<file path="src/rtl/mem_port_arbiter.sv">
// mem_port_arbiter: shares one Avalon-style RAM port between the instruction
// fetch requester (I, read only) and the load/store requester (D).
// D normally wins. After MAX_STREAK back-to-back D grants with I waiting,
// I is granted next. Every output is taken directly from a register.
module mem_port_arbiter #(
  parameter int ADDR_W     = 32,
  parameter int DATA_W     = 32,
  parameter int MAX_STREAK = 4,
  parameter int RD_LATENCY = 1
) (
  input  logic                clk,
  input  logic                reset_n,
  input  logic                i_req,
  input  logic [ADDR_W-1:0]   i_addr,
  output logic                i_ack,
  output logic [DATA_W-1:0]   i_rdata,
  input  logic                d_req,
  input  logic                d_write,
  input  logic [ADDR_W-1:0]   d_addr,
  input  logic [DATA_W-1:0]   d_wdata,
  input  logic [DATA_W/8-1:0] d_byteenable,
  output logic                d_ack,
  output logic [DATA_W-1:0]   d_rdata,
  output logic [ADDR_W-1:0]   mem_address,
  output logic                mem_read,
  output logic                mem_write,
  output logic [DATA_W-1:0]   mem_writedata,
  output logic [DATA_W/8-1:0] mem_byteenable,
  input  logic [DATA_W-1:0]   mem_readdata,
  input  logic                mem_waitrequest,
  output logic                grant_d
);

  localparam int BE_W     = DATA_W / 8;
  localparam int STREAK_W = $clog2(MAX_STREAK + 1);
  localparam int CNT_W    = $clog2(RD_LATENCY + 1);

  typedef enum logic [1:0] {ST_IDLE, ST_ISSUE, ST_RDWAIT, ST_ACK} state_t;

  state_t              state_reg, state_next;
  logic [ADDR_W-1:0]   mem_address_reg, mem_address_next;
  logic                mem_read_reg, mem_read_next;
  logic                mem_write_reg, mem_write_next;
  logic [DATA_W-1:0]   mem_writedata_reg, mem_writedata_next;
  logic [BE_W-1:0]     mem_byteenable_reg, mem_byteenable_next;
  logic                cmd_write_reg, cmd_write_next;
  logic                grant_d_reg, grant_d_next;
  logic [STREAK_W-1:0] streak_reg, streak_next;
  logic [CNT_W-1:0]    rd_cnt_reg, rd_cnt_next;
  logic                i_ack_reg, i_ack_next;
  logic                d_ack_reg, d_ack_next;
  logic [DATA_W-1:0]   i_rdata_reg, i_rdata_next;
  logic [DATA_W-1:0]   d_rdata_reg, d_rdata_next;
  logic                win_d;

  // D wins unless fetch has waited through a full streak of data grants
  assign win_d = d_req && !(i_req && (streak_reg == STREAK_W'(MAX_STREAK)));

  // State register
  always_ff @(posedge clk or negedge reset_n) begin
    if (!reset_n) state_reg <= ST_IDLE;
    else          state_reg <= state_next;
  end

  // Next-state logic: one command in flight at a time, no preemption
  always_comb begin
    state_next = state_reg;
    case (state_reg)
      ST_IDLE:   if (i_req || d_req) state_next = ST_ISSUE;
      ST_ISSUE:  if (!mem_waitrequest) state_next = cmd_write_reg ? ST_ACK : ST_RDWAIT;
      ST_RDWAIT: if (rd_cnt_reg == CNT_W'(1)) state_next = ST_ACK;
      ST_ACK:    state_next = ST_IDLE;
      default:   state_next = ST_IDLE;
    endcase
  end

  // Output logic: next values of the registered outputs and command latch
  always_comb begin
    mem_address_next    = mem_address_reg;
    mem_read_next       = mem_read_reg;
    mem_write_next      = mem_write_reg;
    mem_writedata_next  = mem_writedata_reg;
    mem_byteenable_next = mem_byteenable_reg;
    cmd_write_next      = cmd_write_reg;
    grant_d_next        = grant_d_reg;
    streak_next         = streak_reg;
    rd_cnt_next         = rd_cnt_reg;
    i_rdata_next        = i_rdata_reg;
    d_rdata_next        = d_rdata_reg;
    i_ack_next          = 1'b0;
    d_ack_next          = 1'b0;
    case (state_reg)
      ST_IDLE: begin
        if (i_req || d_req) begin
          grant_d_next = win_d;
          if (win_d) begin
            mem_address_next    = d_addr;
            mem_read_next       = ~d_write;
            mem_write_next      = d_write;
            mem_writedata_next  = d_write ? d_wdata : '0;
            mem_byteenable_next = d_write ? d_byteenable : '1;
            cmd_write_next      = d_write;
            // streak only grows while fetch is actually waiting
            if (!i_req)
              streak_next = '0;
            else if (streak_reg != STREAK_W'(MAX_STREAK))
              streak_next = streak_reg + STREAK_W'(1);
          end else begin
            mem_address_next    = i_addr;
            mem_read_next       = 1'b1;
            mem_write_next      = 1'b0;
            mem_writedata_next  = '0;
            mem_byteenable_next = '1;
            cmd_write_next      = 1'b0;
            streak_next         = '0;
          end
        end
      end
      ST_ISSUE: begin
        // command stays on the bus unchanged until the RAM takes it
        if (!mem_waitrequest) begin
          mem_read_next  = 1'b0;
          mem_write_next = 1'b0;
          if (cmd_write_reg) d_ack_next  = 1'b1;
          else               rd_cnt_next = CNT_W'(RD_LATENCY);
        end
      end
      ST_RDWAIT: begin
        rd_cnt_next = rd_cnt_reg - CNT_W'(1);
        if (rd_cnt_reg == CNT_W'(1)) begin
          if (grant_d_reg) begin
            d_rdata_next = mem_readdata;
            d_ack_next   = 1'b1;
          end else begin
            i_rdata_next = mem_readdata;
            i_ack_next   = 1'b1;
          end
        end
      end
      default: ;
    endcase
  end

  // Output and command registers; reset abandons any in-flight command
  always_ff @(posedge clk or negedge reset_n) begin
    if (!reset_n) begin
      mem_address_reg    <= '0;
      mem_read_reg       <= 1'b0;
      mem_write_reg      <= 1'b0;
      mem_writedata_reg  <= '0;
      mem_byteenable_reg <= '0;
      cmd_write_reg      <= 1'b0;
      grant_d_reg        <= 1'b0;
      streak_reg         <= '0;
      rd_cnt_reg         <= '0;
      i_ack_reg          <= 1'b0;
      d_ack_reg          <= 1'b0;
      i_rdata_reg        <= '0;
      d_rdata_reg        <= '0;
    end else begin
      mem_address_reg    <= mem_address_next;
      mem_read_reg       <= mem_read_next;
      mem_write_reg      <= mem_write_next;
      mem_writedata_reg  <= mem_writedata_next;
      mem_byteenable_reg <= mem_byteenable_next;
      cmd_write_reg      <= cmd_write_next;
      grant_d_reg        <= grant_d_next;
      streak_reg         <= streak_next;
      rd_cnt_reg         <= rd_cnt_next;
      i_ack_reg          <= i_ack_next;
      d_ack_reg          <= d_ack_next;
      i_rdata_reg        <= i_rdata_next;
      d_rdata_reg        <= d_rdata_next;
    end
  end

  assign mem_address    = mem_address_reg;
  assign mem_read       = mem_read_reg;
  assign mem_write      = mem_write_reg;
  assign mem_writedata  = mem_writedata_reg;
  assign mem_byteenable = mem_byteenable_reg;
  assign grant_d        = grant_d_reg;
  assign i_ack          = i_ack_reg;
  assign d_ack          = d_ack_reg;
  assign i_rdata        = i_rdata_reg;
  assign d_rdata        = d_rdata_reg;

endmodule

</file>
<file path="config.mk">
export PLATFORM = sky130hd
export DESIGN_NAME = mem_port_arbiter
export DESIGN_NICKNAME = d
export VERILOG_FILES = /design/src/rtl/mem_port_arbiter.sv
export SDC_FILE = /design/constraint.sdc
export NUM_CORES = 1
export LEC_CHECK = 0
export CAP_MARGIN = 40
export CORE_MARGIN = 4
export CORE_UTILIZATION = 45
export DETAILED_ROUTE_END_ITERATION = 10
export PLACE_DENSITY = 0.86
export SETUP_SLACK_MARGIN = 0.2
export SYNTH_ARGS = -nofsm -noshare
export SYNTH_HDL_FRONTEND = slang
export SYNTH_SLANG_ARGS = --single-unit
</file>
<file path="constraint.sdc">
create_clock -name clk -period 2.9 [get_ports clk]
set_input_delay 0.435 -clock clk [delete_from_list [all_inputs] [get_ports clk]]
set_output_delay 0.435 -clock clk [all_outputs]
set_load 0.02 [all_outputs]
</file>
=== Yosys cells after proc, flatten, opt, wreduce, memory -nomap -nowiden ===
Index checks and enable logic that the tools add are counted.
W data, S select, Z words.

* Flip-flop bits (word level): 144
* Bits of input ports: 138
* Output and inout bits: 137
* Word-level logic and storage cells: 73

* Add/sub/neg operators: 2
* Eq/ne operators: 10
* Mux-type cells: 31
* Bitwise logic cells: 2
* Reductions and logical operators: 14

{| class="wikitable"
|+ Operators by type and width
! kind !! count
|-
| $mux W32 || 3
|-
| $reduce_and A3 Y1 || 6
|-
| $mux W1 || 15
|-
| $mux W3 || 3
|-
| $mux W4 || 2
|-
| $ne A2 B2 Y1 const B || 4
|-
| $pmux W1 S2 || 4
|-
| $pmux W2 S4 || 1
|-
| $mux W2 || 3
|-
| $eq A2 B2 Y1 const B || 2
|-
| $reduce_bool A2 Y1 || 2
|-
| $add A3 B1 Y3 const B || 1
|-
| $eq A3 B3 Y1 const B || 1
|-
| $ne A3 B2 Y1 const B || 1
|-
| $ne A3 B3 Y1 const B || 1
|-
| $eq A2 B1 Y1 const B || 1
|-
| $logic_and A1 B1 Y1 || 2
|-
| $logic_not A2 Y1 || 1
|-
| $not A1 Y1 || 2
|-
| $reduce_and A2 Y1 || 1
|-
| $logic_not A1 Y1 || 1
|-
| $logic_or A1 B1 Y1 || 1
|-
| $sub A1 B1 Y1 const B || 1
|}

=== Longest topological paths before layout ===
* Word-level depth: 7
* Depth in mapped cells: 7
* Mapped depth without buffers: 5

=== Least setup slack after synthesis ===
Ideal clock, no wire load.

* Kind: register to register
* Start: register state_reg[0]
* End: register state_reg[1]
* Setup time: 0.127 ns
* Data arrival time: 1.505 ns
* Data required time: 2.773 ns
* Path slack: 1.268 ns
* Stages on the path, launching flop included: 6
* Buffers on the path: 0
* Period minus slack after synthesis: 1.632 ns
* Cells stage by stage: dfrtp_1 inv_1 ha_1 or3b_4 nand3_2 mux2_1

* Longest elaborated chain between the ends: 3
* Elaborated cells on any way between the ends: 9
* Those cells by class: eq/ne (6); mux (1); reduce/logical (2)

{| class="wikitable"
|+ Ends and longest elaborated chain
! item !! RTL line !! text
|-
| start: declaration || 40 || <nowiki>state_t state_reg, state_next;</nowiki>
|-
| start signal: assignment || 62 || <nowiki>else state_reg <= state_next;</nowiki>
|-
| $eq A2 B2 Y1 (tied with other cells) || 68 || <nowiki>case (state_reg)</nowiki>
|-
| $ne A2 B2 Y1 (no source line) || -- ||
|-
| $reduce_and A3 Y1 (no source line) || -- ||
|}

Several ways; a longest one is shown, not always the timed one.
A chain may end at the register's enable or synchronous reset.

=== Worst setup path in the final report ===
* Start: register state_reg[0]
* End: register streak_reg[1]

* Longest elaborated chain between the ends: 2

{| class="wikitable"
|+ Ends and longest elaborated chain
! item !! RTL line !! text
|-
| $logic_not A2 Y1 || 92 || <nowiki>case (state_reg)</nowiki>
|-
| $reduce_and A3 Y1 (no source line) || -- ||
|-
| end signal: assignment || 168 || <nowiki>streak_reg <= streak_next;</nowiki>
|-
| end: declaration || 48 || <nowiki>logic [STREAK_W-1:0] streak_reg, streak_next;</nowiki>
|}

No other way between the ends.

==> results.json <==
{
  "ys_ff_latch": 144,
  "hpwl_um": 12700,
  "num-nets-final": 870,
  "grt_use_total": 0.227,
  "cts_tree": "done",
  "grt_max_degree": 75,
  "seqPwrFrac": 0.323,
  "status": "completed",
  "total_power_uw": 10800,
  "wire_per_inst_um": 19.2,
  "max-vdd-ir-drop_v": 0.000537,
  "die_x_um": 123,
  "cts_buffers": 17,
  "io_pins": 275,
  "fill_cells": 856,
  "wl_met3_um": 1580,
  "vias": 4877,
  "rows": 41,
  "critPathArrivalTime_ns": 2.34,
  "postRouteAntennaNets": 0,
  "via_per_inst": 5.35,
  "drt_iter0_drc": 345,
  "crit_family": "buffers and inverters",
  "cts_resized": 0,
  "cts_root_buffer": "clkbuf_16",
  "p_int_uw": 6810,
  "worst_slew_pin_slew_ns": 0.675,
  "synthCells": 458,
  "rsz0062_at_grt": "no",
  "met2_length_um": 8610,
  "synthTopCellsByArea": "dfrtp_1, mux2_2, a22o_1",
  "critPathLaunchType": "register",
  "slew_headroom": 0.550,
  "start_util": 0.466,
  "maxCapViolations": 0,
  "htree_levels": 4,
  "diodes": 0,
  "synthSimpleGateAreaFrac": 0.0985,
  "cts_sinks": 144,
  "grt_pass1_vias": 5114,
  "netlist_area_mm2": 0.00596,
  "synth_top_cell_area_share": 0.605,
  "synth-xor-area-share": 0,
  "synth_nets": 602,
  "cp.buffers_inverters": 3,
  "postLayoutCellArea_mm2": 0.00934,
  "synth_compound_area_frac": 0.116,
  "dieArea_mm2": 0.0151,
  "hold_viol": 0,
  "leakagePower_uw": 0.00389,
  "cpMaxStageDelayCell": "dfrtp_1",
  "synth_mux_area_frac": 0.125,
  "clk_latency_ns": 0.41,
  "clock_power_share": 0.185,
  "path_cells": "inv_1 -> ha_1 -> buf_4 -> o21a_1 -> buf_4 -> nor2_1 -> a41o_1",
  "clkTransAtPathRegs_ns": 0.06,
  "crit_start": "state_reg[0]",
  "grt_antenna_before_repair": 0,
  "die-height_um": 123,
  "yosysSeqAreaShare": 0.605,
  "avgSynthCellArea_um2": 13.0,
  "grt_pass1_wl_um": 26800,
  "drt_pass1_iterations": 4,
  "tns_ns": 0,
  "synthAdderAreaFrac": 0.0126,
  "cp_slowest_stage_delay_ns": 0.40,
  "core_mm2": 0.0128,
  "crit_path_end_kind": "register",
  "cp_max_fo": 38,
  "r2r-start": "state_reg[0]",
  "period_minus_slack_ns": 2.04,
  "gp_congestion": 0.832,
  "period_share": 0.703,
  "dpl-instance-area_mm2": 0.00879,
  "yosysTopAreaCell": "dfrtp_1",
  "synth_top_family_by_area": "multiplexers",
  "timing.fmax_mhz": 491,
  "drive_gt1_frac": 0.161,
  "yosysUniqueCellTypes": 32,
  "syn2layout_area_growth_pct": 56.8,
  "p_switching_uw": 3990,
  "drt_wl_total_um": 17500,
  "drc": 0,
  "wl_met1_um": 6850,
  "setup_viol": 0,
  "hold_class": "in -> async",
  "numPortBuffers": 274,
  "synth_warnings": 0,
  "post_cts_buffers": 0,
  "fin_worst_skew_ns": 0.00777,
  "grt_remaining_overflow": 0,
  "ctsHoldBuffers": 0,
  "power_frac_comb": 0.492,
  "whs_ns": 0.0225,
  "slew_viol_final": 0,
  "path_common_cell": "buf_4",
  "switching_share": 0.369,
  "cp.required_ns": 3.20,
  "powerDensity_mw_per_mm2": 1160,
  "routed.top_layer": "met4",
  "cts.path.max_buffers": 2,
  "critical_path_class": "reg -> reg"
}
## worst paths after layout
kind / slack [ns] / endpoint / cells past startpoint
min: 0.02 / mem_writedata[0] / 1
max in group asynchronous: 2.09 / i_rdata[24] / 2
max reg2reg: 0.86 / streak_reg[1] / 7
max: 0.86 / streak_reg[1] / 7
min reg2reg: 0.50 / mem_address[2] / 2
min in group clk: 0.50 / mem_address[2] / 2
## cell families (layout without fill, tap and decap cells)
logic type,after synthesis,in the layout
buffers and inverters,41,322
adders and majority gates,6,6
muxes,66,66
and+or+nand+nor,119,119
AOI/OAI and AO/OA,82,82
DFF,144,144
## layout make-up
cell class | count | area, um2 | share of cell area
Inverter | 4 | 15.0 | 0.00161
Tap cell | 172 | 215 | 0.0230
Clock buffer | 18 | 429 | 0.0459
Timing Repair Buffer | 286 | 2860 | 0.306
Sequential cell | 144 | 3600 | 0.386
Clock inverter | 14 | 118 | 0.0126
Multi-Input combinational cell | 273 | 2100 | 0.225
## routing by layer
layer	global-route usage	vias up
met5	0	-
met4	0.0824	0
met3	0.0668	33
met2	0.380	245
met1	0.280	2379
li1	-	2220
## synthesized netlist by cell type
| master | n |
|---|---|
| o211ai_1 | 29 |
| nor2_1 | 3 |
| buf_2 | 9 |
| or3b_4 | 1 |
| buf_4 | 7 |
| and4_4 | 1 |
| mux2_1 | 1 |
| a2bb2oi_1 | 1 |
| and2_1 | 2 |
| a32o_1 | 2 |
| nand3b_1 | 2 |
| o21ai_0 | 3 |
| o211ai_2 | 4 |
| mux2_2 | 65 |
| nand3_2 | 1 |
| nand3_1 | 2 |
| ha_1 | 6 |
| dfrtp_1 | 144 |
| nand3_4 | 1 |
| nand4_1 | 33 |
| nand2b_1 | 2 |
| a41o_1 | 2 |
| o21ai_2 | 1 |
| o21a_1 | 1 |
| nor2_2 | 1 |
| buf_6 | 9 |
| a22o_1 | 34 |
| o22a_1 | 4 |
| inv_1 | 4 |
| nand2_1 | 70 |
| o2111ai_1 | 1 |
| clkbuf_1 | 12 |
## placed cells by master, fill, tap and decap left out, drive strengths merged, types with 2 or more instances in the layout
cell type        n
clkdlybuf4s50  273
dfrtp          144
nand2           70
mux2            66
a22o            34
nand4           33
o211ai          33
clkbuf          18
buf             13
ha               6
clkinvlp         6
clkinv           6
inv              5
o22a             4
o21ai            4
nor2             4
nand3            4
and2             2
nand2b           2
a32o             2
nand3b           2
a41o             2
## power by group through the flow
stage / registers (uW) / logic (uW) / clock network (uW)
floorplan: 4550 / 1730 / 0
global placement: 3450 / 5190 / 0
detailed placement: 3500 / 5340 / 0
CTS: 3490 / 5360 / 2050
global route: 3600 / 5630 / 2140
finish: 3490 / 5310 / 2000
## stage by stage
stage	util	std cells	setup slack, ns
floorplan	-	458	1.27
detailed placement	0.689	879	0.638
finish	0.731	911	0.862
CTS	0.731	911	0.879
global route	0.731	911	0.725
global placement	0.689	879	0.763
Power figures use the tool's default switching activity.
==> RTL change 1: new RTL, config.mk and constraints unchanged <==
The 4 states of `state_t` get a Gray code encoding in 2 bits.
--- a/src/rtl/mem_port_arbiter.sv
+++ b/src/rtl/mem_port_arbiter.sv
@@ -35,7 +35,7 @@
   localparam int STREAK_W = $clog2(MAX_STREAK + 1);
   localparam int CNT_W    = $clog2(RD_LATENCY + 1);
 
-  typedef enum logic [1:0] {ST_IDLE, ST_ISSUE, ST_RDWAIT, ST_ACK} state_t;
+  typedef enum logic [1:0] {ST_IDLE = 2'b00, ST_ISSUE = 2'b01, ST_RDWAIT = 2'b11, ST_ACK = 2'b10} state_t;
 
   state_t              state_reg, state_next;
   logic [ADDR_W-1:0]   mem_address_reg, mem_address_next;
Check against the original RTL: same outputs for any inputs over 4 cycles, from zero or initial values and one cycle with reset_n low; so few cycles prove little.
==> RTL change 1 against the original RTL <==
Critical path depth is 1 lower; worst setup slack worse by 0.043 ns; design area is 0.24% higher; routed wire length is 0.48% lower; combinational power is 2% lower; synthesized area is 0.25% lower; total power is 2.1% higher; sequential cell count stayed put; largest power group unchanged.
==> RTL change 1: results (changes against the original RTL) <==
----------------------------------------------------
[Outcome]
  Result of the run ... finished, final reports clean (unchanged)

[Drt]
  Router iterations before antenna repair ... 5 (was 4)
  Final routed wirelength across all metal layers ... 17.4 mm (was 17.5 mm)
  Avg Vias per Cell ... 5.44 (was 5.35)
  Number of DRC violations after detailed-routing iteration 0 ... 340 (was 345)

[Clocking]
  Clock Root Buffer ... clkbuf_16 (unchanged)

[Global routing]
  Global-route wire length before repair ... 27.6 mm (was 26.8 mm)
  Total routing resource utilization after global routing ... 23.4% (was 22.7%)
  Via count of the first global-routing pass ... 5246 (was 5114)
  Largest net degree at the start of global routing ... 63 (was 75)

[Setup path]
  Reg2reg setup slack ... 0.90 ns (was 0.86 ns)
  Capture instance of the worst register-to-register path ... d_rdata[22] (was streak_reg[1])
  Worst Reg-to-Reg Cells ... 2 (was 7)
  Startpoint of the most critical setup path ... d_req (was state_reg[0])
  Critical path capture point ... mem_address[8] (was streak_reg[1])

[Layout]
  Nets@finish ... 856 (was 870)
  Number of standard cells in the layout, taps in and fillers out ... 900 (was 911)
  Filler cells ... 858 (was 856)
  Proportion of layout cells with a drive suffix above 1 ... 6.59% (was 16.1%)

[Synthesis]
  Synth Net Count ... 597 (was 602)
  Top post-synthesis cells by area ... dfrtp_1, mux2_1, a22o_1 (was dfrtp_1, mux2_2, a22o_1)
  Post-synthesis instance total ... 457 (was 458)
  Post-synthesis sequential area ratio ... 60.6% (was 60.5%)
  Netlist cell types ... 37 (was 32)

[STA]
  Post-route clock period utilization ... 71.8% (was 70.3%)
  Remaining max-slew budget at the tightest pin ... 39.4% (was 55.0%)
  Largest clock skew in the final design ... 0.0122 ns (was 0.00777 ns)

[Power]
  Peak ir drop on the vdd network ... 0.000578 V (was 0.000537 V)
  Static Leakage ... 3.79 nW (was 3.89 nW)

[Placed design]
  Total placed cells including tap cells ... 869 (was 879)
  Total cell area at the placement stage ... 8760 um^2 (was 8790 um^2)
  Weighted congestion at the end of routability-driven global placement ... 0.864 (was 0.832)
  Placed wire-length estimate after detailed placement ... 12.7 mm (about the same)
  Post-placement setup slack ... 0.447 ns (was 0.638 ns)

----------------------------------------------------
==> RTL change 1: power breakdown <==
group	switching (mW)	internal (mW)	total (mW)
Combinational	2.63	2.56	5.19
Sequential	0.628	3.00	3.63
Clock	0.823	1.38	2.20
==> RTL change 1: cells by family after synthesis <==
logic type	synth area share, %
fa+ha+maj	0.421
buf+inv	4.30
xor+xnor	0.147
simple gates	8.70
compound gates	13.7
mux	12.1
flops	60.6
==> RTL change 1: routing by layer <==
| layer | track usage, % | vias up | wire (um) |
|---|---|---|---|
| met4 | 9.38 | 0 | 547 |
| met2 | 38.5 | 283 | 8630 |
| met5 | 0 | - | 0 |
| met1 | 29.3 | 2338 | 6770 |
| li1 | - | 2237 | - |
| met3 | 6.54 | 40 | 1460 |
==> RTL change 1: worst min path at each step <==
stage,start,to,slack [ns],depth (start not counted)
2_1_floorplan,reset_n,cmd_write_reg,0.14,0
6_report,reset_n,d_rdata[19],0.003,1
5_1_grt,reset_n,d_rdata[16],0.04,1
3_3_place_gp,reset_n,d_rdata[21],0.44,1
4_1_cts,reset_n,i_rdata[16],0.02,1
3_5_place_dp,reset_n,d_rdata[21],0.45,1
==> RTL change 1: area by class of cell <==
type | count | area [um^2] | share of cell area, %
sequential | 144 | 3600 | 38.5
timing repair buffer | 284 | 2840 | 30.3
inverter | 6 | 22.5 | 0.241
tap | 172 | 215 | 2.30
multi-input combinational | 263 | 2090 | 22.3
clock inverter | 11 | 155 | 1.66
clock buffer | 20 | 447 | 4.77
==> RTL change 1: critical path: stages <==
cell and delay [ns]:
clkdlybuf4s50_1 0.49, buf_4 0.35, or2_1 0.39, buf_4 0.37, nand3_1 0.13, o211ai_1 0.21
==> RTL change 2: new RTL, same flow settings <==
Without the edit above. Set the parameter `RD_LATENCY` to 2 (it was 1).
--- a/src/rtl/mem_port_arbiter.sv
+++ b/src/rtl/mem_port_arbiter.sv
@@ -6,7 +6,7 @@
   parameter int ADDR_W     = 32,
   parameter int DATA_W     = 32,
   parameter int MAX_STREAK = 4,
-  parameter int RD_LATENCY = 1
+  parameter int RD_LATENCY = 2
 ) (
   input  logic                clk,
   input  logic                reset_n,
Function: changed (Yosys sat finds a counterexample within 4 cycles, from zero or initial values and one cycle with reset_n low).
==> RTL change 2 against the original RTL <==
Synthesized area grew 3.1%; synthesized cell count grew 1.7%; clock skew about the same; design area is 2.7% higher; worst setup slack worse by 0.090 ns; total power is 1.7% higher; fmax decreased by 4.2%; sequential cell count grew 1; combinational power is 0.8% higher; routed wire length is 0.93% higher; critical path type unchanged; critical endpoint is now mem_address[25].
==> RTL change 2: results (changes against the original RTL) <==
----------------------------------------------------
[Setup path]
  Category of the critical setup timing path ... reg2reg (unchanged)
  Crit path max-delay cell type ... o21a_1 (was dfrtp_1)
  Worst Reg-to-Reg Cells ... 7 (unchanged)
  Gate family responsible for the most delay along the worst path ... compound AO/OA/AOI/OAI gates (was buffers and inverters)
  Maximum fanout along the worst path ... 17 (was 38)
  Worst path arrival time ... 2.44 ns (was 2.34 ns)
  Max incr delay on CP ... 0.54 ns (was 0.40 ns)

[Drt]
  Final routed wirelength across all metal layers ... 17.6 mm (was 17.5 mm)
  Router iterations before antenna repair ... 4 (unchanged)
  Number of DRC violations after detailed-routing iteration 0 ... 374 (was 345)
  Routed length per placed instance ... 19.1 um (was 19.2 um)
  Routed via count ... 4986 (was 4877)

[STA]
  Largest clock skew in the final design ... 0.00749 ns (was 0.00777 ns)
  Transition time at the pin with the least slew margin ... 0.635 ns (was 0.675 ns)

[Placed design]
  Weighted congestion at the end of routability-driven global placement ... 0.878 (was 0.832)
  Placed wire-length estimate after detailed placement ... 12.9 mm (was 12.7 mm)
  Post-placement setup slack ... 0.581 ns (was 0.638 ns)
  Count of input and output buffers ... 274 (unchanged)
  Total cell area at the placement stage ... 9040 um^2 (was 8790 um^2)
  Total placed cells including tap cells ... 892 (was 879)

[Worst hold path]
  Classification of the worst-slack hold path ... in2async (unchanged)

[Global routing]
  Met3 global-route usage ... 6.82% (was 6.68%)
  Routing usage on met1 ... 27.1% (was 28.0%)
  Global routing met2 resource utilization ... 38.6% (was 38.0%)
  Total routing resource utilization after global routing ... 22.9% (was 22.7%)
  Via count of the first global-routing pass ... 5535 (was 5114)
  Largest net degree at the start of global routing ... 69 (was 75)
  Number of antenna violations at the first check in global routing ... 0 (unchanged)
  Global-route wire length before repair ... 28.7 mm (was 26.8 mm)

[Synthesis]
  Post-synthesis instance total ... 466 (was 458)
  Post-synthesis sequential area ratio ... 59.1% (was 60.5%)
  Synth Warn # ... 0 (unchanged)
  Synth Net Count ... 611 (was 602)
  Leading cell types by count after synthesis ... dfrtp_1, nand2_1, mux2_1 (was dfrtp_1, nand2_1, mux2_2)
  Netlist cell types ... 38 (was 32)
  Top post-synthesis cells by area ... dfrtp_1, mux2_1, o211ai_2 (was dfrtp_1, mux2_2, a22o_1)

[Layout]
  Filler cells ... 847 (was 856)
  Nets@finish ... 880 (was 870)
  Proportion of layout cells with a drive suffix above 1 ... 11.1% (was 16.1%)

[Outcome]
  Result of the run ... finished, final reports clean (unchanged)

[Clocking]
  Clk_lat worst skew ... 0.41 ns (about the same)
  Total CTS buffers ... 17 (unchanged)
  Maximum count of clock buffers along a single path ... 2 (unchanged)
  Clock Root Buffer ... clkbuf_16 (unchanged)
  CTS resizes ... 0 (unchanged)
  Post-CTS repair timing setup buffer count ... 0 (unchanged)
  Number of H-tree levels ... 4 (unchanged)

[Power]
  Static Leakage ... 4.08 nW (was 3.89 nW)
  Peak ir drop on the vdd network ... 0.000562 V (was 0.000537 V)

----------------------------------------------------
-- RTL change 2: routing by layer --
| layer | vias to the layer above | wire length, um |
|---|---|---|
| met5 | - | 0 |
| met4 | 0 | 406 |
| met3 | 30 | 1230 |
| met2 | 243 | 9020 |
| met1 | 2473 | 6990 |
| li1 | 2240 | - |
-- RTL change 2: power breakdown --
part,switching (mW),total [mW],leakage [nW],internal [mW]
registers,0.589,3.61,1.77,3.02
logic,2.72,5.35,2.06,2.64
clock network,0.834,2.01,0.259,1.18
-- RTL change 2: area by class of cell --
| type | instances | area, um^2 | area share [%] |
|---|---|---|---|
| clock buffer | 19 | 433 | 4.51 |
| clock inverter | 13 | 115 | 1.20 |
| inverter | 7 | 26.3 | 0.274 |
| multi-input combinational | 277 | 2270 | 23.7 |
| sequential | 145 | 3630 | 37.8 |
| tap | 176 | 220 | 2.30 |
| timing repair buffer | 287 | 2900 | 30.2 |
-- RTL change 2: kinds of logic (layout without fill, tap and decap cells) --
logic type	after synthesis	count (layout)	synth area share [%]
AND/OR/NAND/NOR	120	120	9.66
buffers and inverters	44	326	4.18
multiplexers	67	67	12.3
adder cells (fa/ha/maj)	7	7	1.43
AO/OA/AOI/OAI	83	83	13.4
flip-flops	145	145	59.1
-- RTL change 2: through the flow --
step	power, mW	hold slack (ns)
after floorplan	6.29	0.139
after global placement	8.78	0.458
after detailed placement	9.00	0.466
after CTS	11.1	0.0192
after global routing	11.6	0.0414
final	11.0	0.00765
-- RTL change 2: worst paths after layout --
kind | slack, ns | start | to
worst min register to register | 0.49 | i_rdata[4] | i_rdata[4]
worst max-delay path | 0.77 | state_reg[0] | mem_address[25]
worst min-delay path | 0.008 | reset_n | mem_byteenable[2]
worst max register to register | 0.77 | state_reg[0] | mem_address[25]
max in group asynchronous | 2.14 | reset_n | rd_cnt_reg[1]
min in group clk | 0.49 | i_rdata[4] | i_rdata[4]
